--- src/rtl/mc_controller.sv ---
// Multi-cycle MIPS control FSM sharing one memory port for fetch and data access.
// Optional macro BNE_EN adds bne (opcode 000101) as a branch-if-not-equal.
module mc_controller #(
    parameter int MEM_TIMEOUT = 16,
    parameter int RET_W       = 32
) (
    input  logic             clk,
    input  logic             rst,
    input  logic [31:0]      instr,
    input  logic             zero,
    input  logic             mem_ready,
    output logic             mem_req,
    output logic             memwrite,
    output logic             iord,
    output logic             irwrite,
    output logic             pcen,
    output logic [1:0]       pcsrc,
    output logic             alusrca,
    output logic [1:0]       alusrcb,
    output logic [2:0]       op,
    output logic             regwrite,
    output logic             regdst,
    output logic             mem2reg,
    output logic             fault,
    output logic [1:0]       fault_code,
    output logic [RET_W-1:0] retired,
    output logic [3:0]       state
);

    typedef enum logic [3:0] {
        S_FETCH  = 4'd0,
        S_DECODE = 4'd1,
        S_MEMADR = 4'd2,
        S_MEMRD  = 4'd3,
        S_MEMWB  = 4'd4,
        S_MEMWR  = 4'd5,
        S_EXEC_R = 4'd6,
        S_RWB    = 4'd7,
        S_EXEC_I = 4'd8,
        S_IWB    = 4'd9,
        S_BRANCH = 4'd10,
        S_JUMP   = 4'd11,
        S_FAULT  = 4'd12
    } state_t;

    localparam int CNT_W = (MEM_TIMEOUT > 1) ? $clog2(MEM_TIMEOUT + 1) : 1;

    state_t           state_q, state_d;
    logic [CNT_W-1:0] wait_q, wait_d;
    logic [RET_W-1:0] retired_q;
    logic             fault_q;
    logic [1:0]       fault_code_q, fault_code_d;
    logic             retire;
    logic             mem_wait;
    logic             timeout;

    logic       c_mem_req, c_memwrite, c_iord, c_irwrite, c_pcen;
    logic [1:0] c_pcsrc, c_alusrcb;
    logic       c_alusrca;
    logic [2:0] c_op;
    logic       c_regwrite, c_regdst, c_mem2reg;

    logic [5:0] opcode;
    logic [5:0] funct;
    logic       unused_instr_bits;

    assign opcode            = instr[31:26];
    assign funct             = instr[5:0];
    assign unused_instr_bits = ^instr[25:6];

    function automatic logic funct_legal(input logic [5:0] f);
        return (f == 6'b100000) || (f == 6'b100100) || (f == 6'b100101) ||
               (f == 6'b100010) || (f == 6'b101010);
    endfunction

    function automatic logic [2:0] funct_op(input logic [5:0] f);
        case (f)
            6'b100100: return 3'b100;
            6'b100101: return 3'b010;
            6'b100010: return 3'b011;
            6'b101010: return 3'b111;
            default:   return 3'b000;
        endcase
    endfunction

    assign mem_wait = ((state_q == S_FETCH) || (state_q == S_MEMRD) || (state_q == S_MEMWR))
                      && !mem_ready;
    // The limit is hit on the wait cycle that would bring the count up to MEM_TIMEOUT.
    assign timeout  = (MEM_TIMEOUT != 0) && mem_wait && (wait_q == CNT_W'(MEM_TIMEOUT - 1));

    always_comb begin
        state_d      = state_q;
        fault_code_d = fault_code_q;
        retire       = 1'b0;
        c_mem_req    = 1'b0;
        c_memwrite   = 1'b0;
        c_iord       = 1'b0;
        c_irwrite    = 1'b0;
        c_pcen       = 1'b0;
        c_pcsrc      = 2'b00;
        c_alusrca    = 1'b0;
        c_alusrcb    = 2'b00;
        c_op         = 3'b000;
        c_regwrite   = 1'b0;
        c_regdst     = 1'b0;
        c_mem2reg    = 1'b0;

        case (state_q)
            S_FETCH: begin
                c_mem_req = 1'b1;
                c_alusrcb = 2'b01;
                if (mem_ready) begin
                    c_irwrite = 1'b1;
                    c_pcen    = 1'b1;
                    state_d   = S_DECODE;
                end
            end
            S_DECODE: begin
                c_alusrcb = 2'b11;
                case (opcode)
                    6'b100011, 6'b101011: state_d = S_MEMADR;
                    6'b000000: begin
                        if (funct_legal(funct)) begin
                            state_d = S_EXEC_R;
                        end else begin
                            state_d      = S_FAULT;
                            fault_code_d = 2'b01;
                        end
                    end
                    6'b001000: state_d = S_EXEC_I;
                    6'b000100: state_d = S_BRANCH;
`ifdef BNE_EN
                    6'b000101: state_d = S_BRANCH;
`endif
                    6'b000010: state_d = S_JUMP;
                    default: begin
                        state_d      = S_FAULT;
                        fault_code_d = 2'b01;
                    end
                endcase
            end
            S_MEMADR: begin
                c_alusrca = 1'b1;
                c_alusrcb = 2'b10;
                state_d   = opcode[3] ? S_MEMWR : S_MEMRD;
            end
            S_MEMRD: begin
                c_mem_req = 1'b1;
                c_iord    = 1'b1;
                if (mem_ready) state_d = S_MEMWB;
            end
            S_MEMWB: begin
                c_regwrite = 1'b1;
                c_mem2reg  = 1'b1;
                state_d    = S_FETCH;
                retire     = 1'b1;
            end
            S_MEMWR: begin
                c_mem_req  = 1'b1;
                c_memwrite = 1'b1;
                c_iord     = 1'b1;
                if (mem_ready) begin
                    state_d = S_FETCH;
                    retire  = 1'b1;
                end
            end
            S_EXEC_R: begin
                c_alusrca = 1'b1;
                c_op      = funct_op(funct);
                state_d   = S_RWB;
            end
            S_RWB: begin
                c_regwrite = 1'b1;
                c_regdst   = 1'b1;
                state_d    = S_FETCH;
                retire     = 1'b1;
            end
            S_EXEC_I: begin
                c_alusrca = 1'b1;
                c_alusrcb = 2'b10;
                state_d   = S_IWB;
            end
            S_IWB: begin
                c_regwrite = 1'b1;
                state_d    = S_FETCH;
                retire     = 1'b1;
            end
            S_BRANCH: begin
                c_alusrca = 1'b1;
                c_op      = 3'b011;
                c_pcsrc   = 2'b01;
`ifdef BNE_EN
                c_pcen    = opcode[0] ? ~zero : zero;
`else
                c_pcen    = zero;
`endif
                state_d   = S_FETCH;
                retire    = 1'b1;
            end
            S_JUMP: begin
                c_pcsrc = 2'b10;
                c_pcen  = 1'b1;
                state_d = S_FETCH;
                retire  = 1'b1;
            end
            default: ;
        endcase

        if (timeout) begin
            state_d      = S_FAULT;
            fault_code_d = 2'b10;
        end

        if (state_d != state_q) begin
            wait_d = '0;
        end else if (mem_wait) begin
            wait_d = wait_q + 1'b1;
        end else begin
            wait_d = wait_q;
        end
    end

    always_ff @(posedge clk) begin
        if (rst) begin
            state_q      <= S_FETCH;
            wait_q       <= '0;
            retired_q    <= '0;
            fault_q      <= 1'b0;
            fault_code_q <= 2'b00;
        end else begin
            state_q      <= state_d;
            wait_q       <= wait_d;
            fault_q      <= fault_q | (state_d == S_FAULT);
            fault_code_q <= fault_code_d;
            if (retire) retired_q <= retired_q + 1'b1;
        end
    end

    // Reset suppresses every control strobe so no request escapes mid-instruction.
    assign mem_req    = c_mem_req  & ~rst;
    assign memwrite   = c_memwrite & ~rst;
    assign iord       = c_iord     & ~rst;
    assign irwrite    = c_irwrite  & ~rst;
    assign pcen       = c_pcen     & ~rst;
    assign pcsrc      = c_pcsrc    & {2{~rst}};
    assign alusrca    = c_alusrca  & ~rst;
    assign alusrcb    = c_alusrcb  & {2{~rst}};
    assign op         = c_op       & {3{~rst}};
    assign regwrite   = c_regwrite & ~rst;
    assign regdst     = c_regdst   & ~rst;
    assign mem2reg    = c_mem2reg  & ~rst;
    assign fault      = fault_q;
    assign fault_code = fault_code_q;
    assign retired    = retired_q;
    assign state      = state_q;

endmodule

--- config.mk ---
export PLATFORM = sky130hd
export DESIGN_NAME = mc_controller
export DESIGN_NICKNAME = d
export VERILOG_FILES = /design/src/rtl/mc_controller.sv
export SDC_FILE = /design/constraint.sdc
export NUM_CORES = 1
export LEC_CHECK = 0
export ABC_AREA = 1
export CAP_MARGIN = 20
export CORE_MARGIN = 1
export CORE_UTILIZATION = 51
export DETAILED_ROUTE_END_ITERATION = 16
export GPL_TIMING_DRIVEN = 0
export PLACE_DENSITY = 0.87
export SYNTH_ARGS = -nofsm -noshare
export SYNTH_HDL_FRONTEND = slang
export SYNTH_SLANG_ARGS = --single-unit
--- constraint.sdc ---
create_clock -name clk -period 3.95 [get_ports clk]
set_input_delay 1.185 -clock clk [delete_from_list [all_inputs] [get_ports clk]]
set_output_delay 1.185 -clock clk [all_outputs]
set_load 0.02 [all_outputs]
==> summary.md, run 1 <==
| Metric | Value |
|---|---|
| IO Port Bufs | `70` |
| RR Endpoint | `retired[22]` |
| Syn_nets | `499` |
| Grt ovf | `0` |
| Vias/cell | `5.52` |
| IO Pins | `91` |
| DPL Wire Length | `roughly 6.4 mm` |
| Final ANT Viol Nets | `0` |
| Die height | `77.1 um` |
| Starting DRC count in detailed routing | `247` |
| R2R Path Start | `retired[0]` |
| GRT Total Usage | `0.292` |
| Rows | `26` |
| Vias in the first global route | `3192` |
| Setup crit end kind | `output port` |
| Pre-CTS WS | `-0.636 ns` |
| Register bit total from synthesis | `44` |
| Tmin final | `about 4 ns` |
| DR DRC count | `0` |
| Hold Crit Endpoint | `fault_code[1]` |
| Die extent in x | `77.1 um` |
| Length of the first detailed-routing pass in iterations | `4` |
| First-pass GRT wire length | `14.0 mm` |
| Most used DFF post-synth | `dfxtp_1` |
| Nets | `about 580` |
| Clock tree buffer depth | `2` |
| RSZ-0062 raised after global routing | `no` |
| Area of the die | `5940 sq um` |
| Worst-path fanout max | `10` |
| Flop pwr share | `0.413` |
| ANT cells | `0` |
| Combinational power share | `0.335` |
| Worst slew pin tran | `approximately 0.48 ns` |
| Hold_ws | `0.464 ns` |
| Clock slew at reported path FFs | `0.08 ns` |
| Hold path startpoint | `fault_code[1]` |
| Cells after Synth | `460` |
| CTS tree | `yes` |
| Initial core utilization | `0.546` |
| Worst clock skew | `approximately 0.012 ns` |
| Pin count of the biggest net entering global routing | `14` |
| Synth top area cells | `dfxtp_1 (31%), nand2_1 (14%), nor2_1 (9.0%)` |
| Skew-Pair Late Insertion Delay | `0.29 ns` |
| Via count | `3356` |
| Max-Cap Viols | `0` |
| Syn_area_per_cell | `6.25 sq um` |
| Fmax achieved | `257 MHz` |
| Initial antenna violation count | `0` |
| Pwr per Cell Area | `312 nW/um^2` |
| Setup Buffers After CTS | `0` |
| Sw Ratio | `0.368` |
| Max rail drop VDD | `0.255 mV` |
| Post-synth top cells | `nand2_1 (106), nor2_1 (69), inv_1 (57), dfxtp_1 (44), a21oi_1 (42)` |
| CTS root buffer | `clkbuf_8` |
| Inst Count DP | `600` |
| Share of cells above drive strength 1 | `0.0613` |
| Most numerous cell in the Yosys netlist | `nand2_1` |
| Yosys top cell area share | `0.306` |
| Number of synthesized flops with an enable pin | `0` |
| Fin crit share | `0.984` |
| Clk sinks | `44` |
| Final worst slack | `0.0614 ns` |
| WL per Instance | `roughly 14 um` |
| Area delta synth->final | `30.8%` |
| # fillers | `473` |
| Clock power share | `0.252` |
| Final Util | `0.714` |
| Unique masters post-synth | `33` |
| RePlAce Congestion | `about 0.97` |
| Worst reg2reg path depth | `10` |
| Asr flop ratio synth | `0` |
| Slew headroom | `0.680` |
| Fin. max-slew vios | `0` |
| Int Pwr | `0.743 mW` |
| Worst EP required | `2.76 ns` |
| Final hold vios | `0` |
| Status | `finished, final reports clean` |
| Register area share after synthesis | `0.306` |
| H-tree levels | `2` |
| Startpoint Class | `primary input` |
| Leak | `1.49 nW` |
| R2R Setup Slk | `between 1.5 and 2 ns` |
| Worst Path Arrival | `about 2.7 ns` |
| Worst Setup Path Type | `primary input to output port` |
| WL final | `8.39 mm` |
| NetSw | `0.432 mW` |
| Core Region | `5270 sq um` |
| Synthesis Warnings | `0` |
| # setup viols final | `0` |
| Mapped Area | `approximately 2900 sq um` |
| Total CTS buffers | `5` |
| Total Power | `1.17 mW` |
| Largest area contributor in the netlist | `dfxtp_1` |
| HP Class | `flop to flop` |
| Final Non-Filler Cells | `608` |
| Hold depth | `2` |
## cell usage in the layout, fill, tap and decap left out, types with 2 or more instances in the layout
master / count
nand2_1: 106
nor2_1: 68
inv_1: 56
clkdlybuf4s50_1: 55
dfxtp_1: 44
a21oi_1: 42
nand3_1: 27
nor3_1: 23
nand4_1: 19
dlygate4sd2_1: 15
o21ai_0: 13
xor2_1: 12
clkbuf_8: 6
xnor2_1: 5
buf_4: 4
nand3b_1: 4
nor3_2: 4
nor2_2: 3
clkbuf_4: 3
buf_2: 3
ha_1: 3
nand3_2: 2
nand2_2: 2
nor4_1: 2
clkbuf_1: 2
o21a_1: 2
## cells by family (layout without fill, tap and decap cells)
group | count (synthesis) | count (layout) | share of synthesized area
XOR/XNOR | 17 | 17 | 0.0518
multiplexers | 1 | 1 | 0.00348
adder cells (fa/ha/maj) | 3 | 3 | 0.0131
AO/OA/AOI/OAI | 62 | 62 | 0.113
buffers and inverters | 69 | 147 | 0.0979
AND/OR/NAND/NOR | 264 | 264 | 0.414
flip-flops | 44 | 44 | 0.306
## state kept, by name, summed over array words and instances (netlist names)
signal and count:
wait_q 5, state 4, fault 1, fault_code 2, retired 32
## layout make-up
cell class                 instances  area, sq um  area share
buffer                            12         82.6      0.0220
inverter                          57          214      0.0569
clock inverter                     1         7.51     0.00200
sequential                        44          881       0.234
tap                               70         87.6      0.0233
clock buffer                       7         86.3      0.0230
timing repair buffer              70          682       0.181
multi-input combinational        347         1720       0.457
## power groups by stage
stage | combinational, mW | clock (mW) | sequential (mW)
6_report | 0.393 | 0.296 | 0.485
5_1_grt | 0.431 | 0.311 | 0.488
4_1_cts | 0.389 | 0.300 | 0.485
3_5_place_dp | 0.395 | 0 | 0.495
3_3_place_gp | 0.394 | 0 | 0.495
2_1_floorplan | 0.235 | 0 | 0.511
## how the worst max path moves through the flow
stage / depth (start not counted) / endpoint / slack, ns / from
floorplan: 2 / mem2reg / 0.71 / rst
global placement: 5 / alusrca / -0.67 / rst
detailed placement: 5 / alusrca / -0.64 / rst
CTS: 5 / alusrca / 0.05 / rst
global route: 7 / op[1] / 0.004 / instr[5]
finish: 5 / alusrca / 0.06 / rst
## worst max-delay path: stages
cell             delay (ns)
clkdlybuf4s50_1        0.53
buf_4                  0.25
clkbuf_4               0.21
a21oi_1                0.17
dlygate4sd2_1          0.35
## timing repair
action,in CTS,in global routing
pin swaps,0,0
resized for setup,25,2
hold buffers,0,0
endpoints found under the setup margin,15,6
## routing by layer
metal | vias to the layer above | part of all wire | global-route usage
met1 | 1493 | 0.40 | 0.321
met4 | 0 | 0.047 | 0.175
met3 | 40 | 0.063 | 0.0500
met5 | - | 0 | 0
met2 | 172 | 0.49 | 0.521
li1 | 1651 | - | -
## per-stage QoR
step	setup TNS (ns)	cell area, sq um
2_1_floorplan	0	2880
4_1_cts	0	3760
5_1_grt	0	3760
6_report	0	3760
3_5_place_dp	-5.30	3660
3_3_place_gp	-5.52	3660
No activity file was read; power rests on OpenSTA's default activity.
==> run 2: changes to the inputs <==
ABC_AREA = unset   (was 1)
ABC_CLOCK_PERIOD_IN_PS = 3950   (was unset)
CORE_UTILIZATION = 50   (was 51)
PLACE_DENSITY = 0.86   (was 0.87)
SLEW_MARGIN = 20   (was unset)
==> summary.md, run 2 <==
| Metric | Value |
|---|---|
| Status | `finished, final reports clean` |
| Final ANT Viol Nets | `0` |
| Largest register FFs | `32` |
| Clock tree buffer depth | `2` |
| HP Class | `flop to flop` |
| Hold Crit Endpoint | `retired[30]` |
| ANT cells | `0` |
| Clock slew at reported path FFs | `0.09 ns` |
| Number of synthesized flops with an enable pin | `0` |
| Worst EP required | `2.76 ns` |
| WL final | `7.41 mm` |
| Leak | `1.34 nW` |
| Worst clock skew | `0.0136 ns` |
| DPL Wire Length | `5.56 mm` |
| IO Pins | `91` |
| Most numerous cell in the Yosys netlist | `nor2_1` |
| Initial antenna violation count | `0` |
| Register area share after synthesis | `0.320` |
| Max rail drop VDD | `0.239 mV` |
| Length of the first detailed-routing pass in iterations | `4` |
| Synth top area cells | `dfxtp_1 (32%), nor2_1 (6.3%), xor2_1 (5.1%)` |
| Initial core utilization | `0.530` |
| Asr flop ratio synth | `0` |
| Syn_area_per_cell | `between 8 and 9 sq um` |
| CTS root buffer | `clkbuf_8` |
| Final hold vios | `0` |
| Synthesis Warnings | `0` |
| Worst Setup Path Type | `primary input to output port` |
| Unique masters post-synth | `61` |
| Slew headroom | `0.624` |
| Fin. max-slew vios | `0` |
| Largest area contributor in the netlist | `dfxtp_1` |
| R2R Path Start | `wait_q[0]` |
| Nets | `460` |
| Most frequent cells in the layout | `clkdlybuf4s50_1 (56), nor2_1 (45), dfxtp_1 (44)` |
| R2R Setup Slk | `1.53 ns` |
| RSZ-0062 raised after global routing | `no` |
| Commonest non-fill, non-tap cell in the layout | `clkdlybuf4s50_1` |
| Most used DFF post-synth | `dfxtp_1` |
| Area of the die | `5810 sq um` |
| Cells after Synth | `344` |
| Startpoint Class | `primary input` |
| # setup viols final | `0` |
| Yosys top cell area share | `0.320` |
| Hold_ws | `a little over 0.5 ns` |
| H-tree levels | `2` |
| IO Port Bufs | `70` |
| Fin crit share | `0.986` |
| Hold depth | `2` |
| Worst-path fanout max | `4` |
| Share of cells above drive strength 1 | `0.105` |
| Vias in the first global route | `2690` |
| DR DRC count | `0` |
| CTS tree | `yes` |
| WL per Instance | `15.1 um` |
| Pwr per Cell Area | `307 nW/um^2` |
| Clk sinks | `44` |
| Via count | `about 2800` |
| Total negative setup slack | `0 ns` |
| Area delta synth->final | `33.4%` |
| Hold path startpoint | `retired[30]` |
| Pin count of the biggest net entering global routing | `14` |
| # fillers | `453` |
| Total CTS buffers | `5` |
| Max-Cap Viols | `0` |
| GRT Total Usage | `0.260` |
| Worst Path Arrival | `between 2 and 3 ns` |
| Setup crit end kind | `output port` |
| Fmax achieved | `257 MHz` |
| Worst slew pin tran | `0.564 ns` |
| CTS Hold Buffers Added | `0` |
| Syn_nets | `~380` |
| Core Region | `5200 sq um` |
| Die extent in x | `~76 um` |
| RePlAce Congestion | `0.969` |
| Worst reg2reg path depth | `9` |
| Mapped Area | `2760 sq um` |
| Grt ovf | `0` |
| Skew-Pair Late Insertion Delay | `~0.30 ns` |
| RR Endpoint | `wait_q[3]` |
| Total Power | `1.13 mW` |
| First-pass GRT wire length | `12.5 mm` |
| Rows | `26` |
| Vias/cell | `5.76` |
| Register bit total from synthesis | `44` |
| Post-synth top cells | `nor2_1 (46), dfxtp_1 (44), a21oi_1 (22), nand2_1 (22), o21ai_0 (17)` |
| Tmin final | `approximately 4 ns` |
| Die height | `76.3 um` |
| Starting DRC count in detailed routing | `between 200 and 250` |
[run 2: worst max path at each step]
stage,from,to,cells after the start
finish,rst,op[2],5
CTS,rst,op[2],5
global route,rst,irwrite,5
global placement,rst,op[2],5
floorplan,rst,op[2],3
detailed placement,rst,op[2],5
[run 2: power by group]
part | internal [mW] | switching [mW] | leakage (nW)
Combinational | 0.115 | 0.148 | 0.923
Sequential | 0.456 | 0.00976 | 0.355
Clock | 0.249 | 0.151 | 0.0642
Total | 0.819 | 0.309 | 1.34
[run 2: metal layers]
layer	track usage	wire length [um]	part of all wire
met5	0	0	0
met4	0.0865	128	0.017
met3	0.0515	512	0.069
met2	0.445	3510	0.47
met1	0.326	3260	0.44
[run 2: worst max-delay path, stage by stage]
cell and delay, ns:
clkdlybuf4s50_1 0.45, or2_4 0.29, or4_4 0.45, nor3_2 0.17, buf_4 0.16
[run 2: cell families after synthesis]
group,after synthesis,share of synthesized area
AO/OA/AOI/OAI,62,0.145
XOR/XNOR,28,0.0890
adder cells (fa/ha/maj),4,0.0173
buffers and inverters,30,0.0545
flip-flops,44,0.320
multiplexers,3,0.0109
AND/OR/NAND/NOR,173,0.364
[run 2: repair_timing]
action | 4_1_cts | 5_1_grt
cloned | 0 | 0
resized for setup | 31 | 7
setup endpoints to repair | 14 | 6
buffers inserted | 0 | 0
endpoints found under the hold margin | 0 | 0
[run 2: final cells by class]
cell class	instances	area [sq um]	area share
Buffer	23	128	0.0347
Clock buffer	5	68.8	0.0187
Inverter	7	26.3	0.00715
Multi-Input combinational cell	270	1750	0.475
Clock inverter	2	60.1	0.0163
Tap cell	70	87.6	0.0238
Sequential cell	44	881	0.240
Timing Repair Buffer	70	679	0.185
[run 2: per-stage QoR]
stage                util  cells  cell area, sq um  setup WS [ns]
floorplan               -    344              2760          0.314
global placement    0.681    484              3540         -0.466
detailed placement  0.681    484              3540         -0.516
CTS                 0.704    491              3660         0.0126
global route        0.706    491              3680        0.00311
finish              0.706    491              3680         0.0558
==> RTL edit 1, RTL diff (flow settings as in run 1) <==
Change the parameter `RET_W` from 32 to 16.
--- a/src/rtl/mc_controller.sv
+++ b/src/rtl/mc_controller.sv
@@ -4,3 +4,3 @@
     parameter int MEM_TIMEOUT = 16,
-    parameter int RET_W       = 32
+    parameter int RET_W       = 16
 ) (
Interface: changed (resized retired); port bits go from 91 to 75. No check against the original RTL was run, so the function may have changed too.
==> RTL edit 1 against run 1 <==
Worst setup slack better by 0.018 ns. Sequential share of layout area decreased by 1.4 points. Wire length fell by 46%. Die area shrank 33%. Area after synthesis decreased by 34%. Non-clock buffer count fell by 24. Count of clock-buffer cells in the layout shrank 3. Clock skew fell by 0.0091 ns. Synthesized cell count is 34% lower. Design area fell by 32%. Total power fell by 26%. Sequential cell count is 16 lower. Highest routed layer unchanged.
==> RTL edit 1: results (changes against run 1) <==
Critical path
  – WP data arrival: 2.69 ns (was 2.70 ns)
  – Reg2Reg Setup Slack: 2.04 ns (was 1.92 ns)

Global routing
  – Pin count of the biggest net entering global routing: 16 (was 14)
  – Vias in the first global route: 1749 (was 3192)
  – GRT Resource Usage Total: 23.3% (was 29.2%)
  – First-pass GRT wire length: 7550 um (was 14000 um)

Drt
  – Drt total wl: 4540 um (was 8390 um)
  – Drt via density: 5.07 (was 5.52)

Yosys
  – Most common library cells after synthesis: nand2_1 (60), inv_1 (44), nor2_1 (41) (was nand2_1 (106), nor2_1 (69), inv_1 (57))
  – Seq/Total Area, Yosys: 29.6% (was 30.6%)
  – Synth area leaders: dfxtp_1 (30%), nand2_1 (12%), inv_1 (8.7%) (was dfxtp_1 (31%), nand2_1 (14%), nor2_1 (9.0%))
  – Unique masters post-synth: 31 (was 33)

Placement
  – DPL Wire Length: 3560 um (was 6380 um)
  – GP Congestion: 0.895 (was 0.969)
  – Place WS: -0.437 ns (was -0.636 ns)
  – Placed inst area: 2490 sq um (was 3660 sq um)

Timing
  – Min Hold Slack: 0.465 ns (was 0.464 ns)
  – Normalized max-slew margin: 77.6% (was 68.0%)
  – Clk_skew: 0.00252 ns (was 0.0116 ns)
  – Final period util: 98.0% (was 98.4%)

Power
  – Leakage: 1.21 nW (was 1.49 nW)
  – VDD IR max: 0.324 mV (was 0.255 mV)

Status
  – Outcome: finished clean (unchanged)

Clock tree
  – H-tree Lvls: 1 (was 2)
  – Clk Latency, worst-skew pair: 0.27 ns (was 0.29 ns)

Cells and area
  – Layout cells sized above 1: 11.7% (was 6.13%)
  – Nets@finish: 400 (was 576)
  – Max reg flops: 16 (was 32)
==> RTL edit 1: changes by cell type after synthesis, sizes merged, moves of 3 or more <==
cell / run 1 / this run
a21oi: 42 / 21
nor3: 27 / 11
clkbuf: 5 / 2
nor2: 72 / 57
buf: 7 / 2
dfxtp: 44 / 28
nand3b: 4 / 0
xnor2: 5 / 1
xor2: 12 / 3
inv: 57 / 51
nand4: 19 / 10
nand2: 108 / 63
==> RTL edit 1: through the flow <==
| step | utilization [%] | instances |
|---|---|---|
| after CTS | 73.9 | 406 |
| final | 74.1 | 406 |
| after global placement | 72.5 | 402 |
| after detailed placement | 72.5 | 402 |
| after global routing | 74.1 | 406 |
| after floorplan | - | 302 |
==> RTL edit 1: power groups by stage <==
stage                     Sequential, mW  Combinational, mW  Clock (mW)
after floorplan                    0.349              0.230           0
after global placement             0.333              0.364           0
after detailed placement           0.334              0.370           0
after CTS                          0.327              0.364       0.178
after global routing               0.331              0.398       0.191
final                              0.328              0.365       0.176
==> RTL edit 1: metal layers <==
layer	vias to the layer above	routed length (um)	track usage (%)
met5	-	0	0
met4	0	36	5.23
met3	4	321	3.83
met2	71	2040	39.8
met1	903	2140	30.4
li1	1082	-	-
==> RTL edit 1: logic make-up (layout without fill, tap and decap cells) <==
| logic type | count (synthesis) | in the layout | synth area share [%] |
|---|---|---|---|
| flip-flops | 28 | 28 | 29.6 |
| AND/OR/NAND/NOR | 172 | 172 | 43.9 |
| buffers and inverters | 55 | 113 | 11.0 |
| XOR/XNOR | 4 | 4 | 1.85 |
| multiplexers | 1 | 1 | 0.528 |
| AO/OA/AOI/OAI | 39 | 39 | 11.2 |
| adder cells (fa/ha/maj) | 3 | 3 | 1.98 |
==> RTL edit 1: worst paths after layout <==
check,start,endpoint,cells past startpoint
min reg2reg,fault,fault,2
max,rst,iord,5
min,fault,fault,2
max reg2reg,state[1],wait_q[1],13
==> RTL edit 1: area by class of cell <==
class	instances	area, sq um
Buffer	4	22.5
Clock buffer	4	55.1
Fill cell	288	892
Inverter	51	191
Multi-Input combinational cell	219	1130
Sequential cell	28	561
Tap cell	46	57.6
Timing Repair Buffer	54	533
==> RTL edit 1: worst max-delay path: stages <==
cell and delay [ns]:
clkdlybuf4s50_1 0.46, clkbuf_2 0.23, clkbuf_2 0.24, a21oi_1 0.20, dlygate4sd2_1 0.36
==> RTL edit 1: timing repair <==
action	CTS	global route
pin swaps	0	0
setup endpoints to repair	15	4
resized for setup	17	5
==> RTL edit 2, RTL diff (config.mk and constraints of run 1) <==
Made on the original files. Reset style: asynchronous (`rst`), changed in one clocked block.
--- a/src/rtl/mc_controller.sv
+++ b/src/rtl/mc_controller.sv
@@ -222,3 +222,3 @@
 
-    always_ff @(posedge clk) begin
+    always_ff @(posedge clk or posedge rst) begin
         if (rst) begin
Formal check against the unedited RTL: differs if rst is asserted again (counterexample within 4 cycles, from zero or initial values and one cycle with rst high); with rst held inactive, the same outputs for 10 cycles.
==> RTL edit 2 against run 1 <==
Sequential cell count is the same. Design area grew 4.1%. Wire length shrank 6.7%. Global-route usage shrank 1.8 points. Largest cell class unchanged. Worst setup slack lost 0.019 ns. Area after synthesis grew 3.0%. Critical path type unchanged.
Power is not compared: it rests on default switching activity, and its combinational part moved more than twofold at a synthesized area within 25%.
==> RTL edit 2: results (changes against run 1) <==
Critical path
  – End of the worst register-to-register path: wait_q[0] (was retired[22])
  – WP data arrival: 2.72 ns (was 2.70 ns)
  – FF-to-FF Start: state[1] (was retired[0])
  – R2R depth: 9 (was 10)
  – Reg2Reg Setup Slack: 2.01 ns (was 1.92 ns)
  – CP max FO: 10 (unchanged)

Yosys
  – Unique masters post-synth: 32 (was 33)
  – Top_reg_cell synth: dfrtp_1 (was dfxtp_1)
  – Compound-Gate Fraction of Synth Area: 5.19% (was 11.3%)
  – Async set-or-reset flop fraction in the synthesized netlist: 100% (was 0%)
  – YS warnings: 0 (unchanged)
  – Post-Synthesis Cells: 420 (was 460)
  – Most common library cells after synthesis: nand2_1 (107), nor2_1 (71), inv_1 (51) (was nand2_1 (106), nor2_1 (69), inv_1 (57))
  – Synth Area in Adders: 1.27% (was 1.31%)
  – Synth Area in XOR/XNOR: 9.76% (was 5.18%)
  – Synth area leaders: dfrtp_1 (37%), nand2_1 (14%), nor2_1 (9.0%) (was dfxtp_1 (31%), nand2_1 (14%), nor2_1 (9.0%))
  – Seq/Total Area, Yosys: 37.2% (was 30.6%)
  – Synthesized net count: 459 (was 499)
  – Fraction of synthesized area in multiplexers: 0.338% (was 0.348%)

Cells and area
  – N_diodes: 0 (unchanged)
  – Layout cells sized above 1: 6.81% (was 6.13%)
  – Nets@finish: 537 (was 576)
  – Layout fillers: 468 (was 473)

Placement
  – Placed inst area: 3770 sq um (was 3660 sq um)
  – GP Congestion: 0.883 (was 0.969)
  – IO buf count: 70 (unchanged)
  – Inst Count DP: 563 (was 600)
  – Place WS: -0.163 ns (was -0.636 ns)
  – DPL Wire Length: 6010 um (was 6380 um)

Timing
  – Slew @ Worst Pin: 0.424 ns (was 0.476 ns)
  – Clk_skew: 0.0101 ns (was 0.0116 ns)
  – Min Hold Slack: 0.482 ns (was 0.464 ns)

Global routing
  – First-pass GRT wire length: 13200 um (was 14000 um)
  – Vias in the first global route: 2984 (was 3192)
  – GRT Resource Usage Total: 27.4% (was 29.2%)
  – Pin count of the biggest net entering global routing: 43 (was 14)

Drt
  – Avg WL per Cell: 13.7 um (was 13.8 um)
  – Starting DRT DRC Count: 165 (was 247)
  – Drt via density: 5.27 (was 5.52)
  – Drt total wl: 7820 um (was 8390 um)
  – First-pass iteration count of the detailed router: 5 (was 4)

Power
  – Leakage: 1.89 nW

Status
  – Outcome: finished clean (unchanged)

Min path
  – Worst hold start: fault_code[1] (unchanged)
  – Hold EP: fault_code[1] (unchanged)

Clock tree
  – CTS root buf: clkbuf_8 (unchanged)
[RTL edit 2: worst max-delay path by stage]
stage | end | slack (ns) | depth (start not counted) | startpoint
detailed placement | op[1] | -0.16 | 6 | instr[5]
finish | regdst | 0.04 | 4 | rst
CTS | iord | 0.01 | 4 | rst
floorplan | regwrite | 0.35 | 3 | rst
global placement | regwrite | -1.14 | 5 | rst
global route | regdst | 0.02 | 4 | rst
[RTL edit 2: what timing repair did]
action | in CTS | in global routing
setup endpoints to repair | 13 | 6
resized for setup | 9 | 6
endpoints found under the hold margin | 0 | 0
[RTL edit 2: power breakdown]
part / internal, mW / total [mW] / switching, mW
clock: 0.223 / 0.379 / 0.156
sequential: 0.450 / 0.450 / 0
combinational: 0.0197 / 0.0461 / 0.0264
total: 0.693 / 0.875 / 0.182
[RTL edit 2: routing by layer]
layer,global-route usage (%),routed length [um],vias to the layer above,share of wire (%)
met3,3.95,395,21,5.0
met4,14.3,248,0,3.2
met1,31.0,3130,1394,40
met2,49.7,4050,104,52
met5,0,0,-,0
li1,-,-,1492,-
[RTL edit 2: worst max-delay path: stages]
cell and delay, ns:
clkdlybuf4s50_1 0.56, clkbuf_4 0.27, nor2_1 0.11, clkdlybuf4s50_1 0.60
[RTL edit 2: final cells by class]
cell class                 instances  area, sq um  area share (%)
multi-input combinational        317         1640            41.9
sequential                        44         1100            28.1
timing repair buffer              71          728            18.6
inverter                          54          203            5.18
clock buffer                       7         96.3            2.46
tap                               72         90.1            2.30
clock inverter                     1         30.0           0.767
buffer                             5         26.3           0.671
